## config.mk

```make
export PLATFORM = sky130hd
export DESIGN_NAME = spi_flash_resp
export DESIGN_NICKNAME = d
export VERILOG_FILES = /design/src/rtl/spi_flash_resp.sv
export SDC_FILE = /design/constraint.sdc
export NUM_CORES = 1
export LEC_CHECK = 0
export CAP_MARGIN = 0
export CORE_ASPECT_RATIO = 1.5
export CORE_MARGIN = 3
export CORE_UTILIZATION = 24
export CTS_CLUSTER_DIAMETER = 150
export CTS_CLUSTER_SIZE = 20
export DETAILED_ROUTE_END_ITERATION = 12
export DONT_BUFFER_PORTS = 1
export GPL_ROUTABILITY_DRIVEN = 0
export PLACE_DENSITY = 0.4
export SYNTH_ARGS = -nofsm -noshare
export SYNTH_HDL_FRONTEND = slang
export SYNTH_SLANG_ARGS = --single-unit
```

## constraint.sdc

```tcl
create_clock -name sys_clk_i -period 3 [get_ports sys_clk_i]
set_input_delay 0.45 -clock sys_clk_i [delete_from_list [all_inputs] [get_ports sys_clk_i]]
set_output_delay 0.45 -clock sys_clk_i [all_outputs]
set_load 0.05 [all_outputs]
```

## src/rtl/spi_flash_resp.sv

```systemverilog
// ============================================================================
// Module   : spi_flash_resp
// Brief    : SPI mode-0 flash target answering READ (03h), JEDEC ID (9Fh) and
//            READ STATUS (05h) from a synchronous byte-wide backing array.
// Revision : 1.0 - initial release
// ============================================================================
`default_nettype none

module spi_flash_resp #(
    parameter int          ADDR_W   = 24,
    parameter logic [23:0] JEDEC_ID = 24'hEF4018
) (
    input  logic              sys_clk_i,
    input  logic              sys_rst_i,
    input  logic              spi_sck_i,
    input  logic              spi_cs_n_i,
    input  logic              spi_mosi_i,
    output logic              spi_miso_o,
    output logic              spi_miso_oe_o,
    output logic              mem_rd_o,
    output logic [ADDR_W-1:0] mem_addr_o,
    input  logic [7:0]        mem_rdata_i,
    output logic              busy_o,
    output logic [7:0]        cmd_o,
    output logic              bad_cmd_o
);

    typedef enum logic [2:0] {
        S_IDLE   = 3'd0,
        S_CMD    = 3'd1,
        S_ADDR   = 3'd2,
        S_DATA   = 3'd3,
        S_ID     = 3'd4,
        S_STAT   = 3'd5,
        S_IGNORE = 3'd6
    } state_t;

    state_t            r_state;
    logic [1:0]        r_sck_sync;
    logic [1:0]        r_cs_sync;
    logic [1:0]        r_mosi_sync;
    logic              r_sck_d;
    logic              r_cs_d;
    logic [1:0]        r_flush;
    logic              r_armed;
    logic [4:0]        r_bit_cnt;
    logic [23:0]       r_shift_in;
    logic [7:0]        r_shift_out;
    logic [7:0]        r_prefetch;
    logic [1:0]        r_byte_cnt;
    logic [ADDR_W-1:0] r_addr;
    logic              r_rd_d;

    logic              w_sck;
    logic              w_cs_n;
    logic              w_mosi;
    logic              w_sck_rise;
    logic              w_sck_fall;
    logic              w_cs_fall;
    logic              w_cs_rise;
    logic [23:0]       w_shift_next;
    logic [ADDR_W-1:0] w_addr_inc;
    logic [7:0]        w_load_byte;

    assign w_sck        = r_sck_sync[1];
    assign w_cs_n       = r_cs_sync[1];
    assign w_mosi       = r_mosi_sync[1];
    assign w_sck_rise   = w_sck & ~r_sck_d;
    assign w_sck_fall   = ~w_sck & r_sck_d;
    assign w_cs_fall    = ~w_cs_n & r_cs_d;
    assign w_cs_rise    = w_cs_n & ~r_cs_d;
    assign w_shift_next = {r_shift_in[22:0], w_mosi};
    assign w_addr_inc   = r_addr + {{(ADDR_W-1){1'b0}}, 1'b1};
    assign busy_o       = ~w_cs_n;

    // Byte presented on MISO at each byte boundary, by active command.
    always_comb begin
        w_load_byte = 8'h00;
        if (r_state == S_DATA) begin
            w_load_byte = r_prefetch;
        end else if (r_state == S_ID) begin
            case (r_byte_cnt)
                2'd0:    w_load_byte = JEDEC_ID[23:16];
                2'd1:    w_load_byte = JEDEC_ID[15:8];
                2'd2:    w_load_byte = JEDEC_ID[7:0];
                default: w_load_byte = 8'h00;
            endcase
        end
    end

    always_ff @(posedge sys_clk_i) begin
        if (sys_rst_i) begin
            r_state       <= S_IDLE;
            r_sck_sync    <= 2'b00;
            r_cs_sync     <= 2'b11;
            r_mosi_sync   <= 2'b00;
            r_sck_d       <= 1'b0;
            r_cs_d        <= 1'b1;
            r_flush       <= 2'b00;
            r_armed       <= 1'b0;
            r_bit_cnt     <= 5'd0;
            r_shift_in    <= 24'd0;
            r_shift_out   <= 8'd0;
            r_prefetch    <= 8'd0;
            r_byte_cnt    <= 2'd0;
            r_addr        <= '0;
            r_rd_d        <= 1'b0;
            spi_miso_o    <= 1'b0;
            spi_miso_oe_o <= 1'b0;
            mem_rd_o      <= 1'b0;
            mem_addr_o    <= '0;
            cmd_o         <= 8'h00;
            bad_cmd_o     <= 1'b0;
        end else begin
            r_sck_sync  <= {r_sck_sync[0], spi_sck_i};
            r_cs_sync   <= {r_cs_sync[0], spi_cs_n_i};
            r_mosi_sync <= {r_mosi_sync[0], spi_mosi_i};
            r_sck_d     <= w_sck;
            r_cs_d      <= w_cs_n;
            // A CS window already open when reset lifted must close before
            // a new transfer is accepted; r_flush marks the synchronizer as
            // carrying real pin values rather than reset values.
            r_flush     <= {r_flush[0], 1'b1};
            if (r_flush[1] && w_cs_n) begin
                r_armed <= 1'b1;
            end

            mem_rd_o  <= 1'b0;
            bad_cmd_o <= 1'b0;
            r_rd_d    <= mem_rd_o;
            if (r_rd_d) begin
                r_prefetch <= mem_rdata_i;
            end

            if (w_cs_rise) begin
                r_state       <= S_IDLE;
                r_bit_cnt     <= 5'd0;
                r_shift_in    <= 24'd0;
                r_shift_out   <= 8'd0;
                r_byte_cnt    <= 2'd0;
                spi_miso_o    <= 1'b0;
                spi_miso_oe_o <= 1'b0;
            end else begin
                case (r_state)
                    S_IDLE: begin
                        if (w_cs_fall && r_armed) begin
                            r_state    <= S_CMD;
                            r_bit_cnt  <= 5'd0;
                            r_shift_in <= 24'd0;
                        end
                    end
                    S_CMD: begin
                        if (w_sck_rise) begin
                            r_shift_in <= w_shift_next;
                            if (r_bit_cnt == 5'd7) begin
                                r_bit_cnt  <= 5'd0;
                                r_byte_cnt <= 2'd0;
                                cmd_o      <= w_shift_next[7:0];
                                case (w_shift_next[7:0])
                                    8'h03: r_state <= S_ADDR;
                                    8'h9F: begin
                                        r_state       <= S_ID;
                                        spi_miso_oe_o <= 1'b1;
                                    end
                                    8'h05: begin
                                        r_state       <= S_STAT;
                                        spi_miso_oe_o <= 1'b1;
                                    end
                                    default: begin
                                        r_state   <= S_IGNORE;
                                        bad_cmd_o <= 1'b1;
                                    end
                                endcase
                            end else begin
                                r_bit_cnt <= r_bit_cnt + 5'd1;
                            end
                        end
                    end
                    S_ADDR: begin
                        if (w_sck_rise) begin
                            r_shift_in <= w_shift_next;
                            if (r_bit_cnt == 5'd23) begin
                                r_bit_cnt     <= 5'd0;
                                r_addr        <= w_shift_next[ADDR_W-1:0];
                                mem_addr_o    <= w_shift_next[ADDR_W-1:0];
                                mem_rd_o      <= 1'b1;
                                spi_miso_oe_o <= 1'b1;
                                r_state       <= S_DATA;
                            end else begin
                                r_bit_cnt <= r_bit_cnt + 5'd1;
                            end
                        end
                    end
                    S_DATA, S_ID, S_STAT: begin
                        if (w_sck_rise) begin
                            r_bit_cnt <= (r_bit_cnt == 5'd7) ? 5'd0 : r_bit_cnt + 5'd1;
                            if (r_state == S_ID && r_bit_cnt == 5'd7 && r_byte_cnt != 2'd3) begin
                                r_byte_cnt <= r_byte_cnt + 2'd1;
                            end
                            // Fetch the following byte while this one shifts out.
                            if (r_state == S_DATA && r_bit_cnt == 5'd0) begin
                                r_addr     <= w_addr_inc;
                                mem_addr_o <= w_addr_inc;
                                mem_rd_o   <= 1'b1;
                            end
                        end else if (w_sck_fall) begin
                            if (r_bit_cnt == 5'd0) begin
                                spi_miso_o  <= w_load_byte[7];
                                r_shift_out <= {w_load_byte[6:0], 1'b0};
                            end else begin
                                spi_miso_o  <= r_shift_out[7];
                                r_shift_out <= {r_shift_out[6:0], 1'b0};
                            end
                        end
                    end
                    default: begin
                        spi_miso_o <= 1'b0;
                    end
                endcase
            end
        end
    end

endmodule

`default_nettype wire

```

**Word level (Yosys, flattened, before mapping)**

Index checks and enable logic that the tools add are counted.

- Input bits: 13
- Word-level logic and storage cells: 141
- Flip-flop bits (word level): 97
- Output and inout bits: 37

- Reduce and logical (&&, ||, !) cells: 31
- Bitwise logic cells: 13
- $add $sub $neg: 3
- Eq/ne operators: 26
- Mux-type cells: 47

Operators with widths:

| kind | number |
|---|---|
| $mux W24 | 4 |
| $pmux W24 S2 | 1 |
| $mux W23 | 2 |
| $pmux W23 S2 | 1 |
| $mux W5 | 5 |
| $add A24 B1 Y24 const B | 1 |
| $mux W8 | 3 |
| $ne A2 B2 Y1 const B | 12 |
| $pmux W8 S3 | 1 |
| $pmux W3 S3 | 2 |
| $reduce_and A6 Y1 | 3 |
| $mux W3 | 5 |
| $pmux W5 S3 | 1 |
| $mux W1 | 14 |
| $not A1 Y1 | 9 |
| $reduce_and A3 Y1 | 3 |
| $reduce_or A3 Y1 | 3 |
| $eq A8 B2 Y1 const B | 1 |
| $eq A8 B3 Y1 const B | 1 |
| $eq A8 B8 Y1 const B | 1 |
| $mux W2 | 4 |
| $reduce_and A4 Y1 | 2 |
| $reduce_bool A2 Y1 | 4 |
| $eq A3 B2 Y1 const B | 2 |
| 21 further kinds | 35 |

**Depth between registers and ports, before layout**

Gate-level depths: netlist of run 1.

- Word-level depth: 8
- Gate-level depth with buffers: 8
- Mapped depth without buffers: 7

**Worst setup path before layout of run 1**

No wires, ideal clock.

- Kind: reg-to-reg
- Start: register r_addr[0]
- End: register r_addr[16]
- Slack: 901 ps
- Required time: 2914 ps
- Stages on the path, launching flop included: 7
- Data arrival time: 2014 ps
- Cell sequence: dfxtp_1 ha_1 nand3_1 nor4_4 a41o_1 a21oi_1 a211oi_1

- Longest elaborated chain between the ends: 4

Ends and longest elaborated chain:

| what | line | text |
|---|---|---|
| start, declared | 51 | `logic [ADDR_W-1:0] r_addr;` |
| start signal, assigned | 184 | `r_addr <= w_shift_next[ADDR_W-1:0];` |
| start signal, assigned | 202 | `r_addr <= w_addr_inc;` |
| $add A24 B1 Y24 | 73 | `assign w_addr_inc = r_addr + {{(ADDR_W-1){1'b0}}, 1'b1};` |
| $mux W24 | 201 | `if (r_state == S_DATA && r_bit_cnt == 5'd0) begin` |
| $mux W24 | 195 | `if (w_sck_rise) begin` |
| $pmux W24 S2 | 144 | `case (r_state)` |

Every way passes these cells. The select of a mux whose other input is x is not followed.
A chain may end at the register's enable or synchronous reset.

**Final worst setup path of run 1**

- Start: register r_state[1]
- End: register r_shift_out[7]

- Longest elaborated chain between the ends: 4

Ends and longest elaborated chain:

| what | line | text |
|---|---|---|
| start, declared | 38 | `state_t r_state;` |
| start signal, assigned | 93 | `r_state <= S_IDLE;` |
| start signal, assigned | 136 | `r_state <= S_IDLE;` |
| start signal, assigned | 147 | `r_state <= S_CMD;` |
| $eq A3 B3 Y1 | 81, 144 |  |
| $mux W8 | 81 | `end else if (r_state == S_ID) begin` |
| $mux W8 | 79 | `if (r_state == S_DATA) begin` |
| $mux W8 | 207 | `if (r_bit_cnt == 5'd0) begin` |
| end signal, assigned | 209 | `r_shift_out <= {w_load_byte[6:0], 1'b0};` |
| end signal, assigned | 212 | `r_shift_out <= {r_shift_out[6:0], 1'b0};` |
| end, declared | 48 | `logic [7:0] r_shift_out;` |

Parallel ways exist; a longest one is shown, timed or not.

==> impl_metrics.ini, run 1 <==
[timing]
whs_ns = 0.156
hold_viol = 0
final-setup-viol-count = 0
fin_setup_tns_ns = 0
worst_slack_ns = 0.467
max_freq_mhz = 395
slew_viol_final = 0
slew_headroom_pct = 39.7
rsz0062_at_grt = no
fin_crit_ns = 2.53
worst_pin_slew_ns = 0.905
fin_skew_ns = 0.0127
period_share_pct = 84.4

[logic_synthesis]
synthesis.instances = 578
ys.flop_type = dfxtp_1
synth.avg_cell_area_sq_um = 8.19
synth-async-reset-ratio_pct = 0
synth_nets = 599
netlist_area_sq_um = 4740
yosys.cell_types.count = 72
yosys_warnings = 0
synth_seq_cells = 96
synth_edf_count = 0
ys_seq_area_share_pct = 40.6

[setup_path]
reg2reg_setup_slack_ns = 0.47
worstPathRequired_ns = 3.28
cp-end-kind = flop
cp_max_fo = 17
crit_arrival_ns = 2.81
startpoint_type = flop
path_class = reg2reg

[final_layout]
antenna_cells = 0
area_growth_pct = 14.1
final_cells = 842
design_area_sq_um = 5400
drive_gt1_share_pct = 12.1
final_cell_mix = 96 x dfxtp_1, 94 x a21oi_1, 80 x nand2_1
final_common_cell = dfxtp_1
final_nets = 602
utilization_pct = 28.1

[placed_design]
dpl_worst_slack_ns = 0.519
place_hpwl_microns = 9750
io_buffers = 0
dp.cells = 826
placed_cell_area_sq_um = 5100

[die]
ioPinCount = 50
die_area_sq_um = 21500
start_util_pct = 24.6
row_count = 62
die_w_microns = 121
core_sq_um = 19200
die_h_microns = 178

[clock_network]
numCtsBuffers = 9
post_cts_resize_count = 0
root_buffer = clkbuf_16
cts_setup_buffers = 0
cts_buffer_depth = 2
cts_tree = built
cts-htree-levels = 3
clk_pin_slew_ns = 0.07
insertion_delay_ns = 0.36
cts_hold_buf = 0
cts_num_sinks = 96

[global_routing]
antenna_found_initial = 0
grt_pass1_vias = 4166
grt_max_degree = 53
track_usage_pct = 13.1
grt_pass1_wl_microns = 22200
grt_overflow = 0

[drt]
finalWirelength_microns = 14100
num_vias = 4262
drc = 0
first_pass_iters = 4
drtIter0Drc = 202
via_per_inst = 5.06
post_drt_wl_per_cell_microns = 16.7
ant_nets = 0

[pwr]
leakagePower_nw = 1.79
ir_drop_v = 0.000259
p_per_area_nw_per_um2 = 464
power_mw = 2.50

[min_path]
min_path_type = in2reg

[run_status]
status = finished clean

[job]
drv_cap = 0
synth_stat cells, types with 5 or more instances:
cell,number,area [sq um]
a31oi_1,7,43.8
nand3_1,49,245
buf_2,10,50.1
buf_4,5,37.5
nand2b_1,5,31.3
nand4_1,10,62.6
mux2i_1,9,90.1
nand2_1,80,300
and2_1,5,31.3
ha_1,8,100
and3_1,8,50.1
dfxtp_1,96,1920
a21oi_1,94,470
nor2b_1,13,81.3
o21ai_0,27,135
o211ai_1,6,45.0
a21o_1,7,52.6
clkbuf_1,21,78.8
inv_1,8,30.0
a211oi_1,7,52.6
nor2_1,27,101
state kept, by name, summed over array words and instances, names as in the netlist:
signal	cells
bad_cmd_o	1
cmd_o	8
mem_rd_o	1
r_addr	24
r_armed	1
r_bit_cnt	5
r_byte_cnt	2
r_cs_d	1
r_cs_sync	2
r_flush	2
r_mosi_sync	2
r_prefetch	8
r_rd_d	1
r_sck_d	1
r_sck_sync	2
r_shift_in	23
r_shift_out	7
r_state	3
spi_miso_o	1
spi_miso_oe_o	1
critical path, cell delays in order, from the launching register on:
cell and delay, ns:
dfxtp_1 0.68, nand3b_2 0.45, nand2_1 0.59, nand2_1 0.30
a211o_1 0.29, a21oi_1 0.14
worst paths after layout:
kind / start / to / cells past startpoint
max: r_state[1] / r_shift_out[7] / 5
min: sys_rst_i / r_addr[12] / 1
max reg2reg: r_state[1] / r_shift_out[7] / 5
min reg2reg: r_cs_sync[0] / r_cs_sync[1] / 1
where the power goes:
part           switching [mW]  internal, mW
clock                   0.524         0.650
sequential            0.00418          1.28
combinational          0.0328        0.0131
final cells by class:
cell class              instances  area, sq um
fillers                      2158        13800
multi-input cells             434         2580
flip-flops and latches         96         1920
well taps                     256          320
repair buffers                 32          253
clock buffers                  10          229
clock inverters                 6         67.6
inverters                       8         30.0
layer usage:
layer	routed length (microns)	GRT usage, %	part of all wire (%)
met2	7620	24.7	54
met4	183	4.16	1.3
met5	0	0	0
met3	498	2.60	3.5
met1	5770	14.6	41
cell families after synthesis:
kind of cell | Yosys count | share of synthesized area [%]
simple gates | 239 | 27.9
compound gates | 176 | 22.2
flops | 96 | 40.6
buf+inv | 48 | 4.94
mux | 10 | 2.14
fa+ha+maj | 8 | 2.11
xor+xnor | 1 | 0.185
(Power assumes the default switching activity.)
==> run 2: changes to the inputs <==
--- a/config.mk
+++ b/config.mk
@@ -14,7 +14,7 @@
 export DETAILED_ROUTE_END_ITERATION = 12
 export DONT_BUFFER_PORTS = 1
 export GPL_ROUTABILITY_DRIVEN = 0
-export PLACE_DENSITY = 0.4
+export PLACE_DENSITY = 0.41
 export SYNTH_ARGS = -nofsm -noshare
 export SYNTH_HDL_FRONTEND = slang
 export SYNTH_SLANG_ARGS = --single-unit
==> constraint.sdc (replaced) <==
create_clock -name sys_clk_i -period 2.3 [get_ports sys_clk_i]
set_input_delay 0.345 -clock sys_clk_i [delete_from_list [all_inputs] [get_ports sys_clk_i]]
set_output_delay 0.345 -clock sys_clk_i [all_outputs]
set_load 0.05 [all_outputs]
==> impl_metrics.ini, run 2 (synthesis results as in run 1) <==
[clock_network]
cts_setup_buffers = 0
clk_pin_slew_ns = 0.07
root_buffer = clkbuf_16
cts-htree-levels = 3
insertion_delay_ns = 0.35
cts_tree = built
cts_hold_buf = 0
post_cts_resize_count = 0
cts_buffer_depth = 2
numCtsBuffers = 9
cts_num_sinks = 96

[final_layout]
final_common_cell = dfxtp_1
top_register = r_addr
multiInputGateArea_sq_um = 2580
drive_gt1_share_pct = 13.9
utilization_pct = 28.4
fillers = 2163
final_nets = 615
area_growth_pct = 15.4
largest_reg_flops = 24
biggestRegsByFlops = r_addr x24, r_shift_in x23
regArea_sq_um = 1920
final_cell_mix = 96 x dfxtp_1, 94 x a21oi_1, 80 x nand2_1
antenna_cells = 0

[setup_path]
worstRegToRegCells = 6
cp-end-kind = flop
cp-startpoint = r_state[0]
r2r_start = r_state[0]
worstPathRequired_ns = 2.58
cp_max_fo = 12
startpoint_type = flop
r2r_end = r_bit_cnt[3]
reg2reg_setup_slack_ns = 0.34
crit_arrival_ns = 2.24
path_class = reg2reg
worstSetupEndpoint = r_bit_cnt[3]

[job]
drv_cap = 0

[global_routing]
grt_pass1_wl_microns = 22400
antenna_found_initial = 0
track_usage_pct = 13.3
grt_max_degree = 53
grt_pass1_vias = 4135
grt_overflow = 0

[run_status]
status = finished clean

[die]
die_h_microns = 178
start_util_pct = 24.6
row_count = 62
die_w_microns = 121
ioPinCount = 50
die_area_sq_um = 21500
core_sq_um = 19200

[pwr]
p_per_area_nw_per_um2 = 571
leakagePower_nw = 1.84
ir_drop_v = 0.000454

[min_path]
min_path_type = in2reg
holdPathStages = 1

[drt]
num_vias = 4244
post_drt_wl_per_cell_microns = 16.6
ant_nets = 0
drc = 0
first_pass_iters = 5
via_per_inst = 4.97
drtIter0Drc = 298
finalWirelength_microns = 14200

[timing]
hold_viol = 0
worst_pin_slew_ns = 0.632
period_share_pct = 85.3
worst_slack_ns = 0.338
fin_setup_tns_ns = 0
final-setup-viol-count = 0
slew_headroom_pct = 57.8
max_freq_mhz = 510
rsz0062_at_grt = no
fin_skew_ns = 0.0111
fin_crit_ns = 1.96
slew_viol_final = 0

[placed_design]
place_hpwl_microns = 9940
dpl_worst_slack_ns = 0.326
io_buffers = 0
## run 2: cell count changes in the layout (fill, tap and decap cells not counted), sizes merged
cell / previous run / this run
buf: 32 / 45
bufinv: 1 / 0
## run 2: area by class of cell
cell class	instances	area share (%)
timing repair buffer	45	6.41
multi-input combinational	434	47.2
clock inverter	5	0.618
clock buffer	10	4.19
tap	256	5.86
inverter	8	0.549
sequential	96	35.2
## run 2: how the worst min path moves through the flow
| stage | slack, ns | start | endpoint |
|---|---|---|---|
| floorplan | 0.39 | r_cs_sync[0] | r_cs_sync[1] |
| global placement | 0.39 | r_cs_sync[0] | r_cs_sync[1] |
| detailed placement | 0.39 | r_cs_sync[0] | r_cs_sync[1] |
| CTS | 0.04 | sys_rst_i | r_addr[12] |
| global route | 0.03 | sys_rst_i | r_addr[20] |
| finish | 0.05 | sys_rst_i | r_addr[3] |
## run 2: power by group
part           internal [mW]  leakage, nW  switching (mW)  total (mW)
Combinational         0.0163        0.943          0.0428      0.0590
Clock                  0.728        0.125           0.658        1.39
Sequential              1.67        0.775         0.00556        1.68
## run 2: worst max-delay path, stage by stage (launching register included)
cell and delay, ns:
dfxtp_1 0.42, buf_4 0.21, nor3b_2 0.28, nand2_2 0.15, and2_1 0.19, or4b_1 0.50, a21oi_1 0.15
## run 2: metal layers
layer	track usage [%]	vias to the layer above	part of all wire [%]
li1	-	2110	-
met1	14.5	1999	40
met2	24.0	110	52
met3	3.71	25	5.1
met4	5.48	0	2.9
met5	0	-	0
## run 2: per-stage QoR
stage / std cells / hold slack, ns / instance area [sq um] / power [mW]
floorplan: 578 / 0.389 / 4740 / 1.77
CTS: 854 / 0.0358 / 5470 / 3.18
global placement: 839 / 0.394 / 5200 / 1.77
finish: 854 / 0.0546 / 5470 / 3.12
detailed placement: 839 / 0.393 / 5200 / 1.77
global route: 854 / 0.0341 / 5470 / 3.24
==> run 3: changes to the inputs <==
--- a/config.mk
+++ b/config.mk
@@ -14,7 +14,7 @@
 export DETAILED_ROUTE_END_ITERATION = 12
 export DONT_BUFFER_PORTS = 1
 export GPL_ROUTABILITY_DRIVEN = 0
-export PLACE_DENSITY = 0.41
+export PLACE_DENSITY = 0.4
 export SYNTH_ARGS = -nofsm -noshare
 export SYNTH_HDL_FRONTEND = slang
 export SYNTH_SLANG_ARGS = --single-unit
==> constraint.sdc (replaced) <==
create_clock -name sys_clk_i -period 2.5 [get_ports sys_clk_i]
set_input_delay 0.375 -clock sys_clk_i [delete_from_list [all_inputs] [get_ports sys_clk_i]]
set_output_delay 0.375 -clock sys_clk_i [all_outputs]
set_load 0.05 [all_outputs]
==> impl_metrics.ini, run 3 (synthesis results as in run 1) <==
[setup_path]
cp-end-kind = flop
worstRegToRegCells = 5
cp_max_fo = 27
crit_arrival_ns = 2.37
startpoint_type = flop
worstPathRequired_ns = 2.79
path_class = reg2reg

[timing]
final-setup-viol-count = 0
max_freq_mhz = 481
hold_viol = 0
slew_headroom_pct = 57.9
slew_viol_final = 0
fin_skew_ns = 0.00975
fin_setup_tns_ns = 0
rsz0062_at_grt = no
worst_pin_slew_ns = 0.631
fin_crit_ns = 2.08
period_share_pct = 83.2

[final_layout]
final_cell_mix = 96 x dfxtp_1, 94 x a21oi_1, 80 x nand2_1
drive_gt1_share_pct = 13.5
fillers = 2157
biggestRegsByFlops = r_addr x24, r_shift_in x23
area_growth_pct = 15.0
final_nets = 611
antenna_cells = 0
top_register = r_addr
largest_reg_flops = 24
final_common_cell = dfxtp_1
final_cells = 850

[pwr]
p_per_area_nw_per_um2 = 534
ir_drop_v = 0.000218
leakagePower_nw = 1.84

[drt]
via_per_inst = 5.00
first_pass_iters = 5
post_drt_wl_per_cell_microns = 16.7
finalWirelength_microns = 14200
num_vias = 4247
drtIter0Drc = 219
ant_nets = 0
drc = 0

[clock_network]
clk_pin_slew_ns = 0.07
post_cts_resize_count = 0
cts_tree = built
cts_num_sinks = 96
numCtsBuffers = 9
cts_buffer_depth = 2
cts-htree-levels = 3
cts_hold_buf = 0
cts_setup_buffers = 0
root_buffer = clkbuf_16
insertion_delay_ns = 0.35

[placed_design]
dp.cells = 835
place_hpwl_microns = 9920
io_buffers = 0

[die]
core_sq_um = 19200
die_area_sq_um = 21500
die_h_microns = 178
ioPinCount = 50
row_count = 62
die_w_microns = 121
start_util_pct = 24.6

[global_routing]
grt_pass1_vias = 4298
antenna_found_initial = 0
grt_max_degree = 53
grt_overflow = 0
track_usage_pct = 13.5
grt_pass1_wl_microns = 22800

[min_path]
min_path_type = in2reg
holdPathStages = 1

[run_status]
status = finished clean

[job]
drv_cap = 0
==> run 3: cell count changes in the layout (fill, tap and decap cells not counted) <==
cell,before,now
clkbuf_1,1,0
clkinv_4,0,1
buf_4,44,40
clkinvlp_4,2,0
clkinv_2,2,3
clkbuf_8,0,1
==> run 3: metrics by stage <==
stage               cell area, sq um  hold slack, ns  setup WS, ns  total power [mW]  util, %
detailed placement              5170           0.395         0.443              1.63     26.9
finish                          5440          0.0858         0.421              2.91     28.3
global placement                5170           0.400         0.468              1.63     26.9
floorplan                       4740           0.389         0.401              1.63        -
global route                    5440          0.0676         0.245              3.03     28.3
CTS                             5440          0.0700         0.435              2.96     28.3
==> run 3: worst max-delay path: stages (launching register included) <==
cell and delay [ns]:
dfxtp_1 0.65, nor2b_1 0.23, and3_1 0.28, nand3_4 0.29, or3_1 0.40, a31oi_1 0.16
==> run 3: routing by layer <==
metal  routed length, microns  global-route usage, %  share of wire (%)  up-vias
met5                        0                      0                  0        -
met4                      511                   6.85                3.6        0
met3                      561                   3.01                4.0       30
met2                     7420                   24.6                 52       98
met1                     5680                   14.4                 40     2008
li1                         -                      -                  -     2111
==> run 3: final timing paths <==
kind                              startpoint           end  slack, ns
worst max-delay path              r_state[1]     r_addr[0]       0.42
worst max register to register    r_state[1]     r_addr[0]       0.42
worst min register to register  r_cs_sync[0]  r_cs_sync[1]       0.41
worst min-delay path               sys_rst_i    r_addr[14]       0.09
==> run 3: power breakdown <==
part | internal [mW] | switching [mW]
combinational | 0.0162 | 0.0399
sequential | 1.54 | 0.00476
clock | 0.697 | 0.615
total | 2.25 | 0.660
==> run 3: cell type report <==
class / count / area, sq um / area share [%]
clock buffers: 10 / 239 / 4.39
clock inverters: 5 / 32.5 / 0.598
inverters: 8 / 30.0 / 0.552
multi-input cells: 434 / 2580 / 47.4
flip-flops and latches: 96 / 1920 / 35.3
well taps: 256 / 320 / 5.88
repair buffers: 41 / 320 / 5.88
